$ cat src/rtl/mem_port_arbiter.sv
`default_nettype none
// ============================================================================
// Module      : mem_port_arbiter
// Description : Two-port (fetch / data) front end for a 512x8 byte RAM.
//               It grants one requester and registers that request onto the
//               RAM handshake. It captures read data and zero-extends it to
//               32 bits, and it returns a one-cycle done pulse to the winner.
//               Misaligned or invalid-size accesses are rejected before the
//               RAM is touched. A stalled RAM is abandoned after
//               TIMEOUT_CYCLES cycles.
// Options     : ARB_ROUND_ROBIN_EN - when defined, simultaneous requests
//               alternate between the ports. When undefined, the data port
//               has fixed priority over fetch.
// Revision    : 1.0 - initial release
// ============================================================================
module mem_port_arbiter #(
  parameter int ADDR_W         = 9,
  parameter int TIMEOUT_CYCLES = 15
) (
  input  logic              Clk,
  input  logic              Reset,
  // instruction-fetch port
  input  logic              ifReq,
  input  logic [ADDR_W-1:0] ifAddress,
  output logic              ifDone,
  output logic              ifError,
  output logic [31:0]       ifData,
  // data port
  input  logic              dReq,
  input  logic              dReadWrite,
  input  logic [ADDR_W-1:0] dAddress,
  input  logic [31:0]       dDataIn,
  input  logic [1:0]        dDataSize,
  output logic              dDone,
  output logic              dError,
  output logic [31:0]       dDataOut,
  // RAM handshake
  output logic              memFuncActive,
  output logic              memReadWrite,
  output logic [ADDR_W-1:0] memAddress,
  output logic [31:0]       memDataIn,
  output logic [1:0]        memDataSize,
  input  logic [31:0]       memDataOut,
  input  logic              memFuncComplete,
  output logic              busy
);

  localparam int CNT_W = (TIMEOUT_CYCLES < 2) ? 1 : $clog2(TIMEOUT_CYCLES + 1);
  localparam logic [CNT_W-1:0] TIMEOUT_VAL = CNT_W'(TIMEOUT_CYCLES);

  typedef enum logic [1:0] {
    S_IDLE   = 2'd0,
    S_ACTIVE = 2'd1,
    S_DONE   = 2'd2
  } state_t;

  state_t              state_q, state_d;
  logic                active_q, active_d;
  logic                rw_q, rw_d;
  logic [ADDR_W-1:0]   addr_q, addr_d;
  logic [31:0]         wdata_q, wdata_d;
  logic [1:0]          size_q, size_d;
  logic [CNT_W-1:0]    cnt_q, cnt_d;
  logic                win_data_q, win_data_d;  // 1: current op belongs to the data port
  logic                err_q, err_d;
  logic [31:0]         if_data_q, if_data_d;
  logic [31:0]         d_data_q, d_data_d;
`ifdef ARB_ROUND_ROBIN_EN
  logic                rr_last_q, rr_last_d;    // 1: data port was granted last
`endif

  logic                grant_data;
  logic                d_bad;
  logic                if_bad;
  logic [CNT_W-1:0]    cnt_inc;
  logic [31:0]         rd_fmt;

  // Grant selection and request legality checks for the IDLE cycle.
  always_comb begin
`ifdef ARB_ROUND_ROBIN_EN
    grant_data = dReq && (!ifReq || !rr_last_q);
`else
    grant_data = dReq;
`endif
    d_bad  = (dDataSize == 2'b10) ||
             ((dDataSize == 2'b11) && (dAddress[1:0] != 2'b00)) ||
             ((dDataSize == 2'b01) && dAddress[0]);
    if_bad = (ifAddress[1:0] != 2'b00);
    cnt_inc = cnt_q + CNT_W'(1);
  end

  // Zero-extend RAM read data by access size so stale upper bytes never leak.
  always_comb begin
    rd_fmt = memDataOut;
    case (size_q)
      2'b00:   rd_fmt = {24'b0, memDataOut[7:0]};
      2'b01:   rd_fmt = {16'b0, memDataOut[15:0]};
      default: rd_fmt = memDataOut;
    endcase
  end

  // Next-state logic: IDLE grants, ACTIVE waits for completion or timeout, and DONE pulses.
  always_comb begin
    state_d    = state_q;
    active_d   = active_q;
    rw_d       = rw_q;
    addr_d     = addr_q;
    wdata_d    = wdata_q;
    size_d     = size_q;
    cnt_d      = cnt_q;
    win_data_d = win_data_q;
    err_d      = err_q;
    if_data_d  = if_data_q;
    d_data_d   = d_data_q;
`ifdef ARB_ROUND_ROBIN_EN
    rr_last_d  = rr_last_q;
`endif
    case (state_q)
      S_IDLE: begin
        if (ifReq || dReq) begin
          win_data_d = grant_data;
          cnt_d      = '0;
`ifdef ARB_ROUND_ROBIN_EN
          rr_last_d  = grant_data;
`endif
          if (grant_data) begin
            addr_d  = dAddress;
            size_d  = dDataSize;
            rw_d    = dReadWrite;
            wdata_d = dDataIn;
          end else begin
            addr_d  = ifAddress;
            size_d  = 2'b11;
            rw_d    = 1'b0;
            wdata_d = '0;
          end
          if (grant_data ? d_bad : if_bad) begin
            // Rejected: the RAM is never activated.
            err_d   = 1'b1;
            state_d = S_DONE;
          end else begin
            err_d    = 1'b0;
            active_d = 1'b1;
            state_d  = S_ACTIVE;
          end
        end
      end
      S_ACTIVE: begin
        if (memFuncComplete) begin
          active_d = 1'b0;
          err_d    = 1'b0;
          state_d  = S_DONE;
          if (!rw_q) begin
            if (win_data_q) d_data_d  = rd_fmt;
            else            if_data_d = memDataOut;
          end
        end else begin
          cnt_d = cnt_inc;
          if (cnt_inc == TIMEOUT_VAL) begin
            active_d = 1'b0;
            err_d    = 1'b1;
            state_d  = S_DONE;
          end
        end
      end
      S_DONE: begin
        // Active is already low here, so the next op gives the RAM a fresh rising edge.
        active_d = 1'b0;
        cnt_d    = '0;
        state_d  = S_IDLE;
      end
      default: begin
        active_d = 1'b0;
        state_d  = S_IDLE;
      end
    endcase
  end

  // State and datapath registers with synchronous reset.
  always_ff @(posedge Clk) begin
    if (Reset) begin
      state_q    <= S_IDLE;
      active_q   <= 1'b0;
      rw_q       <= 1'b0;
      addr_q     <= '0;
      wdata_q    <= '0;
      size_q     <= '0;
      cnt_q      <= '0;
      win_data_q <= 1'b0;
      err_q      <= 1'b0;
      if_data_q  <= '0;
      d_data_q   <= '0;
`ifdef ARB_ROUND_ROBIN_EN
      rr_last_q  <= 1'b0;
`endif
    end else begin
      state_q    <= state_d;
      active_q   <= active_d;
      rw_q       <= rw_d;
      addr_q     <= addr_d;
      wdata_q    <= wdata_d;
      size_q     <= size_d;
      cnt_q      <= cnt_d;
      win_data_q <= win_data_d;
      err_q      <= err_d;
      if_data_q  <= if_data_d;
      d_data_q   <= d_data_d;
`ifdef ARB_ROUND_ROBIN_EN
      rr_last_q  <= rr_last_d;
`endif
    end
  end

  // Output decode: done/error are qualified by the DONE state and the winner.
  always_comb begin
    ifDone        = (state_q == S_DONE) && !win_data_q;
    dDone         = (state_q == S_DONE) &&  win_data_q;
    ifError       = ifDone && err_q;
    dError        = dDone  && err_q;
    ifData        = if_data_q;
    dDataOut      = d_data_q;
    memFuncActive = active_q;
    memReadWrite  = rw_q;
    memAddress    = addr_q;
    memDataIn     = wdata_q;
    memDataSize   = size_q;
    busy          = (state_q != S_IDLE);
  end

endmodule
`default_nettype wire

$ cat config.mk
export PLATFORM = sky130hd
export DESIGN_NAME = mem_port_arbiter
export DESIGN_NICKNAME = d
export VERILOG_FILES = /design/src/rtl/mem_port_arbiter.sv
export SDC_FILE = /design/constraint.sdc
export NUM_CORES = 1
export LEC_CHECK = 0
export CAP_MARGIN = 40
export CORE_AREA = 10 10 120 122
export CTS_CLUSTER_DIAMETER = 100
export DETAILED_ROUTE_END_ITERATION = 10
export DIE_AREA = 0 0 130 132
export GPL_ROUTABILITY_DRIVEN = 0
export MAX_ROUTING_LAYER = met4
export PLACE_DENSITY = 0.82
export SETUP_SLACK_MARGIN = 0.02
export SYNTH_ARGS = -nofsm -noshare
export SYNTH_HDL_FRONTEND = slang
export SYNTH_SLANG_ARGS = --single-unit
export TNS_END_PERCENT = 20
$ cat constraint.sdc
create_clock -name Clk -period 1.9 [get_ports Clk]
set_input_delay 0.38 -clock Clk [delete_from_list [all_inputs] [get_ports Clk]]
set_output_delay 0.38 -clock Clk [all_outputs]
set_load 0.05 [all_outputs]
### Word-level counts from Yosys, hierarchy flattened

Cells that the tools add are included.

* reduce and logical (&&, ||, !) cells: 24
* bitwise gates (word level): 2
* mux-type cells: 24
* add/sub/neg operators: 1
* equal/unequal tests: 11

Operator list (number)
* case mux 32 bit (2 select lines): 1
* 2-to-1 mux 32 bit: 1
* case mux 4 bit (3 select lines): 1
* 2-to-1 mux 1 bit: 10
* 2-to-1 mux 2 bit: 5
* 2-to-1 mux 9 bit: 1
* AND reduction 3 bit: 3
* 2-to-1 mux 4 bit: 2
* AND reduction 4 bit: 2
* nonzero test 2 bit: 4
* equality test 2 x 1 -> 1 bit (second input constant): 3
* equality test 2 bit (second input constant): 3
* logical AND 1 bit: 6
* != test 2 bit (second input constant): 3
* adder 4 x 1 -> 4 bit (second input constant): 1
* equality test 4 bit (second input constant): 1
* logical NOT 2 bit: 2
* case mux 1 bit (2 select lines): 2
* case mux 2 bit (2 select lines): 1
* AND reduction 2 bit: 2
* logical OR 1 bit: 3
* != test 3 bit (second input constant): 1
* nonzero test 3 bit: 1
* NOT 1 bit: 2
* logical NOT 1 bit: 1

* bits of input ports: 90
* output and inout bits: 114
* bits in registers: 117

### Longest topological paths before layout

Gate-level depths: netlist of run 1.

* depth after elaboration: 8
* mapped depth: 8

### Least setup slack after synthesis of run 1

Ideal clock, no wire load.

* kind: register to output
* start point: register state_q[1]
* end point: output ifError
* setup slack: -0.423 ns
* cell stages (with the launch flop): 5
* arrival time: 1.943 ns
* path buffers: 1
* required time: 1.520 ns
* cells stage by stage: dfxtp_1 -> buf_2 -> nor2b_1 -> nor2b_1 -> and2_1

* longest elaborated chain between the ends: 3

Ends and longest elaborated chain
* start, declared: line 57 `state_t state_q, state_d;`
* start signal, assigned: line 197 `state_q <= state_d;`
* equality test 2 bit: line 216 `ifDone = (state_q == S_DONE) && !win_data_q;`
* logical AND 1 bit: line 216
* via ifDone: line 25 `output logic ifDone,`
* logical AND 1 bit: line 218 `ifError = ifDone && err_q;`
* end, declared: line 26 `output logic ifError,`

The timed path passes the listed nets, and every way through them passes these cells.

### Final worst setup path of run 1

* start point: register state_q[0]
* end point: output ifError

* longest elaborated chain between the ends: 3

Ends and longest elaborated chain (line)
* equality test 2 bit: 216
* logical AND 1 bit: 216
* logical AND 1 bit: 218

Every way passes these cells.

==> impl_metrics.tcl, run 1 <==
set metrics [dict create \
    outcome "completed" \
    antenna_found_initial 0 \
    initial_core_util 0.369 \
    async_flop_share 0 \
    yosysSeqAreaShare 0.533 \
    dr.first_iter.drc_count 321 \
    yosys.cell_types.count 42 \
    clock-root-buffer "clkbuf_16" \
    die_w_um 130 \
    p_total_mw 6.73 \
    route.vias.total 4517 \
    synth-main-ff-cell "dfxtp_1" \
    post_drt_wl_per_cell_um 17.6 \
    port-buffer-count 203 \
    dp_hpwl_um 11300 \
    die_height_um 132 \
    path_class "flip-flop to primary output" \
    finalClockSkew_ns 0.00607 \
    grt_pass1_vias 4639 \
    end_kind "primary output" \
    crit_chain "nor2b_4, nor2b_4, and2_2, buf_12" \
    synth_area_um2 4390 \
    grt_max_degree 56 \
    cts_buffer_depth 2 \
    ant_nets 0 \
    hold_path_class "input pin to flip-flop" \
    grt_setup_unrepaired "no" \
    post_cts_buffers 0 \
    hold_viol_final 0 \
    synth_common_cells "dfxtp_1 (117), nand2_1 (110), a21oi_1 (67), nor2_1 (56), a22oi_1 (33)" \
    h-tree-depth 4 \
    power_density_nw_per_um2 952 \
    yosysTopAreaCell "dfxtp_1" \
    worst_ep_arrival_time_ns 1.45 \
    ir_drop_v 0.000624 \
    rows 40 \
    hold_slack_ns 0.342 \
    areaGrowthSynthToFinish_pct 61.1 \
    yosysTopAreaCellShare 0.533 \
    final_cell_area_um2 7070 \
    io_pins 204 \
    synth_edf_count 0 \
    synth_nets 607 \
    tightest_slew_ns 0.535 \
    cpMaxStageDelayCell "dfxtp_2" \
    regArea_um2 2340 \
    diodes 0 \
    fin_cells 874 \
    synthCells 515 \
    grt.overflow.total 0 \
    viasPerCell 5.17 \
    critical_path_peak_fanout 9 \
    setup_violations 0 \
    setup_tns_ns 0 \
    cts.sink_count 117 \
    dp.cells 842 \
    leakagePower_nw 3.01 \
    fin_ws_ns 0.0686 \
    path_clk_slew_ns 0.05 \
    synth-seq-cells 117 \
    grt_usage 0.181 \
    critPathLaunchType "flip-flop" \
    path_delay_family "simple AND/OR/NAND/NOR gates" \
    cts_buffers 17 \
    drv_slew 0 \
    syn_avg_cell_area_um2 8.53 \
    finalWirelength_um 15400 \
    first_pass_iters 5 \
    utilization 0.594 \
    multi_input_area_um2 1840 \
    finalCriticalPeriod_ns 1.83 \
    critPathMaxStageDelay_ns 0.39 \
    grt_first_pass_wirelength_um 24000 \
    postPlaceCellArea_um2 6620 \
    synth_area_leaders "dfxtp_1 (53%), nand2_1 (9.4%), a21oi_1 (7.6%), a22oi_1 (5.6%), nor2_1 (4.8%)" \
    fp.coreArea_um2 11900 \
    worst-path-buf-inv 1 \
    final_layout_size_suffix_gt1_frac 0.139 \
    fmax_mhz 546 \
    cp.required_ns 1.52 \
    clock_latency_ns 0.41 \
    cap_violations 0 \
    cts_tree "done" \
    dieArea_um2 17200 \
    drc_errors 0 \
    fin_nets 806 \
    ys_warn_count 0 \
    yosysMostFrequentCell "dfxtp_1" \
    max_slew_margin 0.645 \
    dpl_worst_slack_ns -0.0947 \
    cp_common_cell "nor2b_4" \
    fill_cells 1031 \
    timing.final.crit_share 0.964 \
]
[state kept, by name (all words and copies together), names as in the netlist]
name and flops:
cnt_q 4, ifData 32, err_q 1, memDataSize 2, memReadWrite 1, dDataOut 32, state_q 2, memDataIn 32
win_data_q 1, memFuncActive 1, memAddress 9
[power breakdown]
group,switching (mW),internal (mW)
sequential,0.0651,2.56
clock,1.09,1.78
combinational,0.755,0.482
[layout by cell type, fill, tap and decap left out, types with 2 or more instances in the layout]
master / instances
mux2i_1: 10
buf_12: 13
nor2_1: 56
ha_1: 2
clkinvlp_4: 2
a21oi_1: 67
nand4b_1: 2
clkdlybuf4s50_1: 88
clkbuf_16: 17
dfxtp_1: 116
nor3_1: 2
nand2_1: 110
nor4_1: 2
clkinv_2: 8
o22ai_1: 2
a22oi_1: 33
a211oi_1: 12
nand3_1: 25
buf_4: 46
dlygate4sd2_1: 75
clkbuf_8: 4
nor2b_4: 2
or2_2: 2
a31oi_1: 2
nor2_2: 2
inv_1: 4
[cell families (layout without fill, tap and decap cells)]
kind of cell,count (synthesis),count (layout),synth area share
and+or+nand+nor,214,214,0.209
AOI/OAI and AO/OA,124,124,0.174
DFF,117,117,0.533
buffers and inverters,47,259,0.0522
muxes,10,10,0.0228
adders and majority gates,2,2,0.00570
xor gates and xnor gates,1,1,0.00200
[layout make-up]
class                   instances  area share
clock inverters                10     0.00778
multi-input cells             351       0.261
repair buffers                222       0.303
inverters                       5     0.00265
well taps                     147      0.0260
flip-flops and latches        117       0.331
clock buffers                  22      0.0685
[timing repair]
item | in CTS | in global routing
setup endpoints to repair | 77 | 1
resized for setup | 77 | 1
hold buffers | 0 | 0
[path summary, 6_finish.rpt]
check / startpoint / end / slack (ns) / depth (start not counted)
min reg2reg: dDataOut[22]$_SDFFE_PP0P_ / dDataOut[22]$_SDFFE_PP0P_ / 0.45 / 2
max: state_q[0]$_SDFFE_PP0P_ / ifError / 0.07 / 4
min: Reset / memDataIn[10]$_SDFFE_PP0P_ / 0.34 / 2
max reg2reg: cnt_q[0]$_SDFFE_PP0P_ / memFuncActive$_SDFFE_PP0P_ / 0.19 / 7
[metal layers]
| metal | track usage | up-vias | wire length, µm |
|---|---|---|---|
| met5 | - | - | 0 |
| met3 | 0.0748 | 30 | 1630 |
| met2 | 0.279 | 240 | 7130 |
| met1 | 0.199 | 2084 | 6280 |
| met4 | 0.0838 | 0 | 364 |
| li1 | - | 2163 | - |
[worst register-to-register path: stages (launching register included)]
cell and delay (ns):
dfxtp_1 0.40, inv_1 0.11, ha_1 0.23, nand4b_1 0.11
nand2_1 0.06, a41oi_1 0.34, nor2_1 0.12, a211oi_1 0.25
No activity file was read; power rests on OpenSTA's default activity.
==> run 2, diff against run 1 <==
Settings changed: CAP_MARGIN 40 to not set, MAX_ROUTING_LAYER met4 to not set.
==> impl_metrics.tcl, run 2 (synthesis results as in run 1) <==
set metrics [dict create \
    outcome "completed" \
    setup_violations 0 \
    grt_usage 0.177 \
    initial_core_util 0.369 \
    grt_setup_unrepaired "no" \
    first_pass_iters 8 \
    worstHoldPathCells 2 \
    finalWirelength_um 15300 \
    dp_hpwl_um 11300 \
    rrSetupSlack_ns 0.19 \
    final_common_cell "dfxtp_1" \
    max_slew_margin 0.643 \
    cp.required_ns 1.52 \
    grt_pass1_vias 4613 \
    cap_violations 0 \
    ir_drop_v 0.000623 \
    io_pins 204 \
    dr.first_iter.drc_count 277 \
    diodes 0 \
    timing.final.crit_share 0.963 \
    rows 40 \
    end_kind "primary output" \
    final_layout_size_suffix_gt1_frac 0.139 \
    viasPerCell 5.19 \
    ant_nets 0 \
    grt_first_pass_wirelength_um 24200 \
    utilization 0.594 \
    tightest_slew_ns 0.538 \
    hold_slack_ns 0.339 \
    cts_tree "done" \
    leakagePower_nw 3.01 \
    post_drt_wl_per_cell_um 17.5 \
    min_from "Reset" \
    grt.overflow.total 0 \
    hold_viol_final 0 \
    hold_path_class "input pin to flip-flop" \
    finalClockSkew_ns 0.00583 \
    critPathLaunchType "flip-flop" \
    path_clk_slew_ns 0.05 \
    multi_input_area_um2 1840 \
    cts.sink_count 117 \
    antenna_found_initial 0 \
    critical_path_peak_fanout 9 \
    die_w_um 130 \
    reg2reg_from "cnt_q[0]$_SDFFE_PP0P_" \
    cts_buffer_depth 2 \
    fill_cells 1031 \
    clock-root-buffer "clkbuf_16" \
    postCtsHoldBufs 0 \
    r2r-end "memFuncActive$_SDFFE_PP0P_" \
    drv_slew 0 \
    ff2ff_path_depth 7 \
    die_height_um 132 \
    worst_ep_arrival_time_ns 1.45 \
    route.vias.total 4536 \
    fp.coreArea_um2 11900 \
    drc_errors 0 \
    regArea_um2 2340 \
    h-tree-depth 4 \
    cts_buffers 17 \
    areaGrowthSynthToFinish_pct 61.1 \
    fmax_mhz 547 \
    power_density_nw_per_um2 951 \
    path_class "flip-flop to primary output" \
    mostFrequentLayoutCells "dfxtp_1 (116), nand2_1 (110), clkdlybuf4s50_1 (88)" \
    port-buffer-count 203 \
    grt_max_degree 56 \
    finalCriticalPeriod_ns 1.83 \
    fin_nets 806 \
    min_to "memDataIn[10]$_SDFFE_PP0P_" \
    dieArea_um2 17200 \
    clock_latency_ns 0.41 \
    startpoint "state_q[0]$_SDFFE_PP0P_" \
]
-- run 2: layout make-up --
| class | instances | area share |
|---|---|---|
| repair buffers | 222 | 0.303 |
| clock buffers | 22 | 0.0685 |
| inverters | 5 | 0.00265 |
| well taps | 147 | 0.0260 |
| clock inverters | 10 | 0.00778 |
| flip-flops and latches | 117 | 0.331 |
| multi-input cells | 351 | 0.261 |
-- run 2: per-stage QoR --
stage          cell area [µm²]  worst slack [ns]  std cells  setup TNS, ns  power, mW
2_1_floorplan             4400             0.147        515              0       3.38
3_3_place_gp              6620           -0.0606        842        -0.0606       3.93
3_5_place_dp              6620           -0.0947        842         -0.121       3.95
4_1_cts                   7070           0.00212        874              0       6.78
5_1_grt                   7070            0.0190        874              0       6.99
6_report                  7070            0.0704        874              0       6.73
-- run 2: critical path, cell delays in order (launching register included) --
cell,delay [ns]
dfxtp_2,0.39
nor2b_4,0.16
nor2b_4,0.18
and2_2,0.18
buf_12,0.13
-- run 2: layer usage --
metal	GRT usage	share of wire	vias up
li1	-	-	2161
met5	0	0	-
met1	0.188	0.38	2094
met2	0.277	0.46	251
met3	0.0961	0.13	30
met4	0.0838	0.026	0
-- run 2: repair_timing --
item / 4_1_cts / 5_1_grt
hold endpoints to repair: 0 / 0
gates cloned: 0 / 0
setup buffers: 0 / 0
pin swaps: 0 / 0
setup endpoints to repair: 77 / 1
resized for setup: 77 / 1
-- run 2: worst max-delay path by stage --
stage          slack [ns]  cells past startpoint                         end
4_1_cts             0.002                      4                     ifError
3_3_place_gp        -0.06                      6  memFuncActive$_SDFFE_PP0P_
3_5_place_dp        -0.09                      6  memFuncActive$_SDFFE_PP0P_
6_report             0.07                      4                     ifError
5_1_grt              0.02                      4                     ifError
2_1_floorplan        0.15                      4                     ifError
-- run 2: report_power, final --
| group | internal [mW] | total, mW | leakage [nW] | switching, mW |
|---|---|---|---|---|
| combinational | 0.482 | 1.24 | 1.79 | 0.753 |
| sequential | 2.56 | 2.63 | 0.952 | 0.0651 |
| clock | 1.78 | 2.86 | 0.271 | 1.08 |
| total | 4.83 | 6.73 | 3.01 | 1.90 |
